<file path="src/rtl/fetch_unit.sv">
// fetch_unit: MIPS instruction-fetch stage.
// Owns the PC and fetches one word at a time over a req/ack memory port.
// Each word is held stable until the core reports exec_done, and then the
// next PC is committed from NPCOp/rs_data. A misaligned next PC halts fetch
// until reset.
//   clk, rstn            : clock, synchronous active-low reset
//   imem_req/addr        : fetch request and address (addr is a copy of pc)
//   imem_ack/rdata       : memory response
//   instr, instr_valid   : held instruction and its valid flag
//   pc, pc_plus4         : held instruction address and its link value
//   exec_done, NPCOp     : completion strobe and next-PC select
//   rs_data              : register target for jr/jalr
//   misalign             : sticky halt flag
//   retire_cnt           : completed-instruction count
module fetch_unit #(
  parameter logic [31:0] RESET_PC = 32'h0000_3000
) (
  input  logic        clk,
  input  logic        rstn,
  output logic        imem_req,
  output logic [31:0] imem_addr,
  input  logic        imem_ack,
  input  logic [31:0] imem_rdata,
  output logic [31:0] instr,
  output logic        instr_valid,
  output logic [31:0] pc,
  output logic [31:0] pc_plus4,
  input  logic        exec_done,
  input  logic [3:0]  NPCOp,
  input  logic [31:0] rs_data,
  output logic        misalign,
  output logic [31:0] retire_cnt
);

  typedef enum logic [1:0] {
    S_FETCH = 2'd0,
    S_VALID = 2'd1,
    S_HALT  = 2'd2
  } state_e;

  state_e      state_q;
  logic [31:0] pc_q;
  logic [31:0] instr_q;
  logic        misalign_q;
  logic [31:0] retire_q;

  logic [31:0] npc_d;
  logic [31:0] pc_plus4_d;
  logic [31:0] br_off;

  always_comb begin
    pc_plus4_d = pc_q + 32'd4;
    br_off     = {{14{instr_q[15]}}, instr_q[15:0], 2'b00};
    npc_d      = pc_plus4_d;
    case (NPCOp)
      4'd0:    npc_d = pc_plus4_d;
      4'd1:    npc_d = pc_plus4_d + br_off;
      4'd2:    npc_d = {pc_plus4_d[31:28], instr_q[25:0], 2'b00};
      4'd3,
      4'd4:    npc_d = rs_data;
      default: npc_d = pc_plus4_d;
    endcase
  end

  always_ff @(posedge clk) begin
    if (!rstn) begin
      state_q    <= S_FETCH;
      pc_q       <= {RESET_PC[31:2], 2'b00};
      instr_q    <= '0;
      misalign_q <= 1'b0;
      retire_q   <= '0;
    end else begin
      case (state_q)
        S_FETCH: begin
          if (imem_ack) begin
            instr_q <= imem_rdata;
            state_q <= S_VALID;
          end
        end
        S_VALID: begin
          if (exec_done) begin
            pc_q     <= npc_d;
            retire_q <= retire_q + 32'd1;
            if (npc_d[1:0] != 2'b00) begin
              misalign_q <= 1'b1;
              state_q    <= S_HALT;
            end else begin
              state_q <= S_FETCH;
            end
          end
        end
        default: state_q <= S_HALT;
      endcase
    end
  end

  // Request/valid are state decodes gated by rstn so they drop in the reset cycle.
  assign imem_req    = rstn && (state_q == S_FETCH);
  assign instr_valid = rstn && (state_q == S_VALID);
  assign imem_addr   = pc_q;
  assign pc          = pc_q;
  assign pc_plus4    = pc_plus4_d;
  assign instr       = instr_q;
  assign misalign    = misalign_q;
  assign retire_cnt  = retire_q;

endmodule

</file>
<file path="config.mk">
export PLATFORM = sky130hd
export DESIGN_NAME = fetch_unit
export DESIGN_NICKNAME = d
export VERILOG_FILES = /design/src/rtl/fetch_unit.sv
export SDC_FILE = /design/constraint.sdc
export NUM_CORES = 1
export LEC_CHECK = 0
export BUFFER_PORTS_ARGS = -buffer_cell sky130_fd_sc_hd__buf_2
export CORE_MARGIN = 2
export CORE_UTILIZATION = 40
export DETAILED_ROUTE_END_ITERATION = 8
export PLACE_DENSITY = 0.65
export SETUP_SLACK_MARGIN = 0.3
export SKIP_CTS_REPAIR_TIMING = 1
export SYNTH_ARGS = -nofsm -noshare
export SYNTH_HDL_FRONTEND = slang
export SYNTH_SLANG_ARGS = --single-unit
</file>
<file path="constraint.sdc">
create_clock -name clk -period 4.8 [get_ports clk]
set_input_delay 1.44 -clock clk [delete_from_list [all_inputs] [get_ports clk]]
set_output_delay 1.44 -clock clk [all_outputs]
set_load 0.01 [all_outputs]
</file>
# Yosys cells after proc, flatten, opt, wreduce, memory -nomap -nowiden
# Cells that the tools add are included.
# word_totals
wordCells,29
reg_bits,99
in_bits,72
out_inout_bits,163
# classes
mux,5
addsub,3
n_eq_ne,7
n_reduce_logical,9
# op_table
op,count
$pmux W32 S3,1
$add A32 B1 Y32 const B,1
$add A32 B3 Y32 const B,1
$add A32 B32 Y32,1
$eq A4 B2 Y1 const B,2
$mux W2,3
$reduce_and A2 Y1,3
$eq A4 B1 Y1 const B,1
$eq A4 B3 Y1 const B,1
$ne A2 B2 Y1 const B,2
$pmux W2 S2,1
$reduce_and A3 Y1,1
$eq A2 B1 Y1 const B,1
$logic_and A1 B1 Y1,2
$logic_not A2 Y1,1
$reduce_bool A2 Y1,1
$reduce_or A2 Y1,1

# Logic depth before layout (Yosys ltp)
# logic_depth
depth_word,7
ltp_mapped,16
depth_no_buf,14

# Worst setup path before layout
# Ideal clock, no wire load.
# synth_path
path_type,flip-flop to flip-flop
start,"register pc_q[2], in the netlist imem_addr[2]"
end,"register pc_q[28], in the netlist imem_addr[28]"
synth_period_minus_slack_ns,3.791
path_slack_ns,1.009
setup_time_ns,0.125
n_path_buf,2
t_required_ns,4.675
stages_incl_launch_ff,16
arrival_ns,3.666
path_cell_list,dfxtp_1 > ha_1 > nand3_1 > or4_4 > buf_6 > nor3_4 > nand3_1 > xnor2_1 > ha_1 > clkbuf_1 > a21o_1 > a21oi_1 > o221ai_1 > o21bai_1 > mux2i_1 > o41a_1
# synth_via
elab_chain_len,3
# synth_lines
element,line_no,source
from (decl),42,logic [31:0] pc_q;
from (signal assigned),68,"pc_q <= {RESET_PC[31:2], 2'b00};"
from (signal assigned),82,pc_q <= npc_d;
$add A32 B3 Y32,52,pc_plus4_d = pc_q + 32'd4;
via pc_plus4[22],27,"output logic [31:0] pc_plus4,"
$add A32 B32 Y32,57,4'd1: npc_d = pc_plus4_d + br_off;
$pmux W32 S3,55,case (NPCOp)
# The timed path passes the listed nets, and every way through them passes these cells.
# A chain may end at the register's enable or synchronous reset.

# Worst setup path after layout
# layout_path
start,"register pc_q[2], in the netlist imem_addr[2]"
end,output pc_plus4[28]
# layout_via
elab_chain_len,1
# layout_lines
element,line_no
$add A32 B3 Y32,52
to (decl),27
# Every way passes these cells.

==> results.md <==
Run status:
- The run finished with clean final reports.

Synthesis:
- The main combinational cell family by area after synthesis is simple AND/OR/NAND/NOR gates.
- The share of the Yosys chip area taken by registers is 0.2790.
- Of the total synthesized cell area, the portion taken by AND, OR, NAND and NOR gates is 0.2538.
- The mapped netlist covers roughly 0.007 sq mm.
- The async set or reset register ratio after synthesis is 0.
- The fraction of the mapped netlist area in compound gates came to 0.2497.
- The area share of fa/ha/maj cells after synthesis is 0.06270.
- Yosys attributes the largest share of cell area to sky130_fd_sc_hd__dfxtp_1 28%, sky130_fd_sc_hd__nand2_1 6.6%, sky130_fd_sc_hd__ha_1 6.0%, sky130_fd_sc_hd__xnor2_1 5.3%, sky130_fd_sc_hd__a21boi_0 4.6%.
- Counting instances in the post-synthesis netlist gives the leading cell types as 124 x sky130_fd_sc_hd__nand2_1, 99 x sky130_fd_sc_hd__dfxtp_1, 56 x sky130_fd_sc_hd__nor2_1.
- The post-synthesis xor/xnor area fraction is 0.07890.
- The leading cell type by number of instances after synthesis is sky130_fd_sc_hd__nand2_1.
- Synthesis produced 911 cells.
- The average instance area after synthesis is around 7.8 sq um.
- Counting flops and latches in the post-synthesis netlist gives slightly below 100.
- The number of warnings reported in the yosys synthesis log is 0.
- The post-synthesis net count is approximately 1000.
- Counting flops with a built-in enable in the synthesized netlist gives 0.
- Of the post-synthesis cell area, the dominant cell type holds 0.2790.
- Measured against the total synthesized area, the mux share comes to 0.005636.
- The cell type with the highest aggregate area in the netlist is sky130_fd_sc_hd__dfxtp_1.
- The number of different library cells in the post-synthesis netlist is between 60 and 70.
- The dominant register cell in the synthesized netlist is sky130_fd_sc_hd__dfxtp_1.

Detailed routing:
- In the routed layout, each cell is associated on average with a via count of between 5 and 6.
- For this run, design rule violations remaining after detail routing come to 0.
- The first-pass iteration count of the detailed router is 7.
- In this run, the number of DRC markers left after iteration 0 of detailed routing was ~470.
- The count of nets left with antenna violations once routing finished came out at 0.
- The average wire per cell in the routed design is around 18 microns.
- The routed layout has 7464 vias.
- For this block, the routed nets add up to 24320 microns of wire.

Floorplanning:
- The number of placement rows is 48.
- The die covers around 0.019 sq mm.
- The initial utilization of the core area, before any placement, comes to 0.4093.
- In this run the horizontal extent of the chip is roughly 140 microns.
- The core box area is 0.01736 sq mm.
- Pin placement for this block handled between 200 and 250 I/O pins.
- The die height is 137.3 microns.

Clocking:
- The H-tree depth is 3.
- The clock latency reported for the late side of the worst-skew pair is 0.36 ns.
- In this run the deepest clock path goes through 2 buffers.
- The total number of clock tree sinks is 99.
- The buffer type at the clock tree root is sky130_fd_sc_hd__clkbuf_16.
- The clock transition time at the flip-flop clock pins of the worst setup and hold paths is ~0.08 ns.
- The CTS tree is done.
- The total CTS buffers is 9.

Worst setup path:
- The cell with the largest stage delay on the worst path is sky130_fd_sc_hd__or4_4.
- The critical path goes through ha_1 > nand3_1 > or4_4 > nor3_4 > buf_12 > buf_4 > nand4_4 > xnor2_1 > buf_2.
- At the worst endpoint, the required time is roughly 3.4 ns.
- The data arrival time of the worst path is 2.71 ns.
- Along the worst path, the maximum fanout reaches 9.
- The critical path startpoint category is a flop.
- By startpoint and endpoint, the worst setup path is classified as flop to output port.
- The kind of end point of the critical path is an output port.
- In this design, the stage delay of the slowest critical-path cell is between 0.5 and 0.6 ns.

Placement:
- Routability-driven placement finished with a final weighted congestion of roughly 0.91.
- The total placed instance area is just over 0.008 sq mm.
- The total half-perimeter wirelength after legalization and detailed placement is between 15000 and 20000 microns.
- Input and output buffers added on the ports amount to approximately 230.

Finish:
- The growth of design area from synthesis to finish is 20.69%.
- The count of nets after finishing is roughly 1200.
- After routing the design area is approximately 0.0086 sq mm.
- The fill cell total of the finished layout is approximately 1700.
- Of the cells placed in the final design, the portion with a size suffix greater than 1 is 0.2614.

STA:
- The share of the clock period used by the worst path is 0.8636.
- The number of max-slew violations in the final report is 0.
- The top achievable clock speed is 241.2 MHz.
- The count of final setup violators is 0.
- The clock arrives with between 0.01 and 0.015 ns of skew.
- For the pin with the worst max-slew slack, the measured transition is between 0.9 and 1 ns.
- The headroom to the max-slew limit is 0.3505.
- Setup total negative slack on the finished layout was measured at 0 ns.
- The clock period minus final worst setup slack is about 4.1 ns.
- Setup repair after global routing left no endpoint under its margin.
- The count of endpoints failing hold in the final timing report is 0.

Power:
- The power density over the cells is roughly 240 mW/mm^2.
- The static power due to leakage is slightly below 4 nW.
- VDD sags by at most ~0.17 mV.

GRT:
- The first global-routing pass estimated approximately 37000 microns of wire.
- The total overflow left after global routing is 0.
- Entering global routing, the biggest net connects 56 pins.
- In the global route stage, overall resource usage came out at 0.2519.
- The via count of the first global-routing pass is around 6800.
- The initial antenna violation count is 2.

Flow run:
- Max-cap violations in this run came to 0.

Hold path:
- The class of the tightest hold or removal check is flop to flop.
[cells in the final DEF, fill, tap and decap left out, drive strengths merged, types with 3 or more instances in the layout]
cell type and count:
a211oi 7, and3 11, o221ai 9, nor2b 13, xor2 21, mux2i 4
a31oi 11, a21boi 44, inv 19, and4 8, nand2 124, buf 248
o21a 6, o22ai 3, nand3b 9, o21bai 3, a211o 3, o31ai 7
nand3 34, nor3 13, clkbuf 10, a21o 17, ha 34, nand4 21
diode 3, and2 26, or2 8, xnor2 43, a221oi 24, nand2b 12
nor2 56, a21oi 47, nor4 3, a221o 8, dfxtp 99, o21ai 48
o211ai 5, clkinv 3, or3 11
[metal layers]
layer | wire, microns | global-route usage | up-vias
met5 | 0 | 0 | -
met4 | 458 | 0.07847 | 0
met3 | 2185 | 0.06071 | 31
met2 | 10710 | 0.3894 | 327
met1 | 10970 | 0.3456 | 3475
li1 | - | - | 3631
[area by class of cell]
| type | count | area [sq um] | area share |
|---|---|---|---|
| antenna | 3 | 7.507 | 0.0008755 |
| timing repair buffer | 248 | 1289 | 0.1503 |
| sequential | 99 | 1982 | 0.2311 |
| inverter | 16 | 60.06 | 0.007004 |
| multi-input combinational | 715 | 4646 | 0.5418 |
| clock buffer | 10 | 239.0 | 0.02787 |
| tap | 225 | 281.5 | 0.03283 |
| clock inverter | 6 | 70.07 | 0.008172 |
[registers in the layout, indices dropped and copies added (netlist names)]
name        cells
state_q         2
imem_addr      32
instr          32
misalign        1
retire_cnt     32
[cells by family after synthesis]
kind of cell    count (synthesis)
flops                          99
simple gates                  354
xor+xnor                       64
fa+ha+maj                      35
compound gates                258
buf+inv                        97
mux                             4
[per-stage QoR]
stage                     total power [mW]  cells  worst slack, ns  utilization  hold slack (ns)
after CTS                            2.079   1317           0.4204       0.4920           0.4641
after global routing                 2.162   1319           0.4475       0.4936           0.4842
after detailed placement             1.325   1301           0.7081       0.4742           0.4534
final                                2.070   1322           0.6549       0.4940           0.4606
after global placement               1.324   1301           0.8330       0.4742           0.4428
after floorplan                      1.170    911            1.009            -           0.4876
[power by group]
part | switching (mW) | leakage [nW] | total (mW) | internal [mW]
clock | 0.374 | 0.151 | 0.758 | 0.384
sequential | 0.0494 | 0.806 | 0.902 | 0.852
combinational | 0.247 | 2.96 | 0.410 | 0.163
total | 0.671 | 3.92 | 2.07 | 1.40
[critical path, delay by kind of cell (launching register included)]
family	cells	cell delay [ns]
XOR/XNOR	1	0.21
flip-flops	1	0.49
AND/OR/NAND/NOR	4	0.97
adder cells (fa/ha/maj)	1	0.25
buffers and inverters	3	0.43
[worst paths after layout]
kind | startpoint | end | slack (ns) | cells past startpoint
worst max register to register | imem_addr[2] | imem_addr[29] | 0.79 | 14
worst max-delay path | imem_addr[2] | pc_plus4[28] | 0.65 | 9
worst min-delay path | instr[31] | instr[31] | 0.46 | 2
worst min register to register | instr[31] | instr[31] | 0.46 | 2
Note: power is estimated with default switching activity, not from simulation.
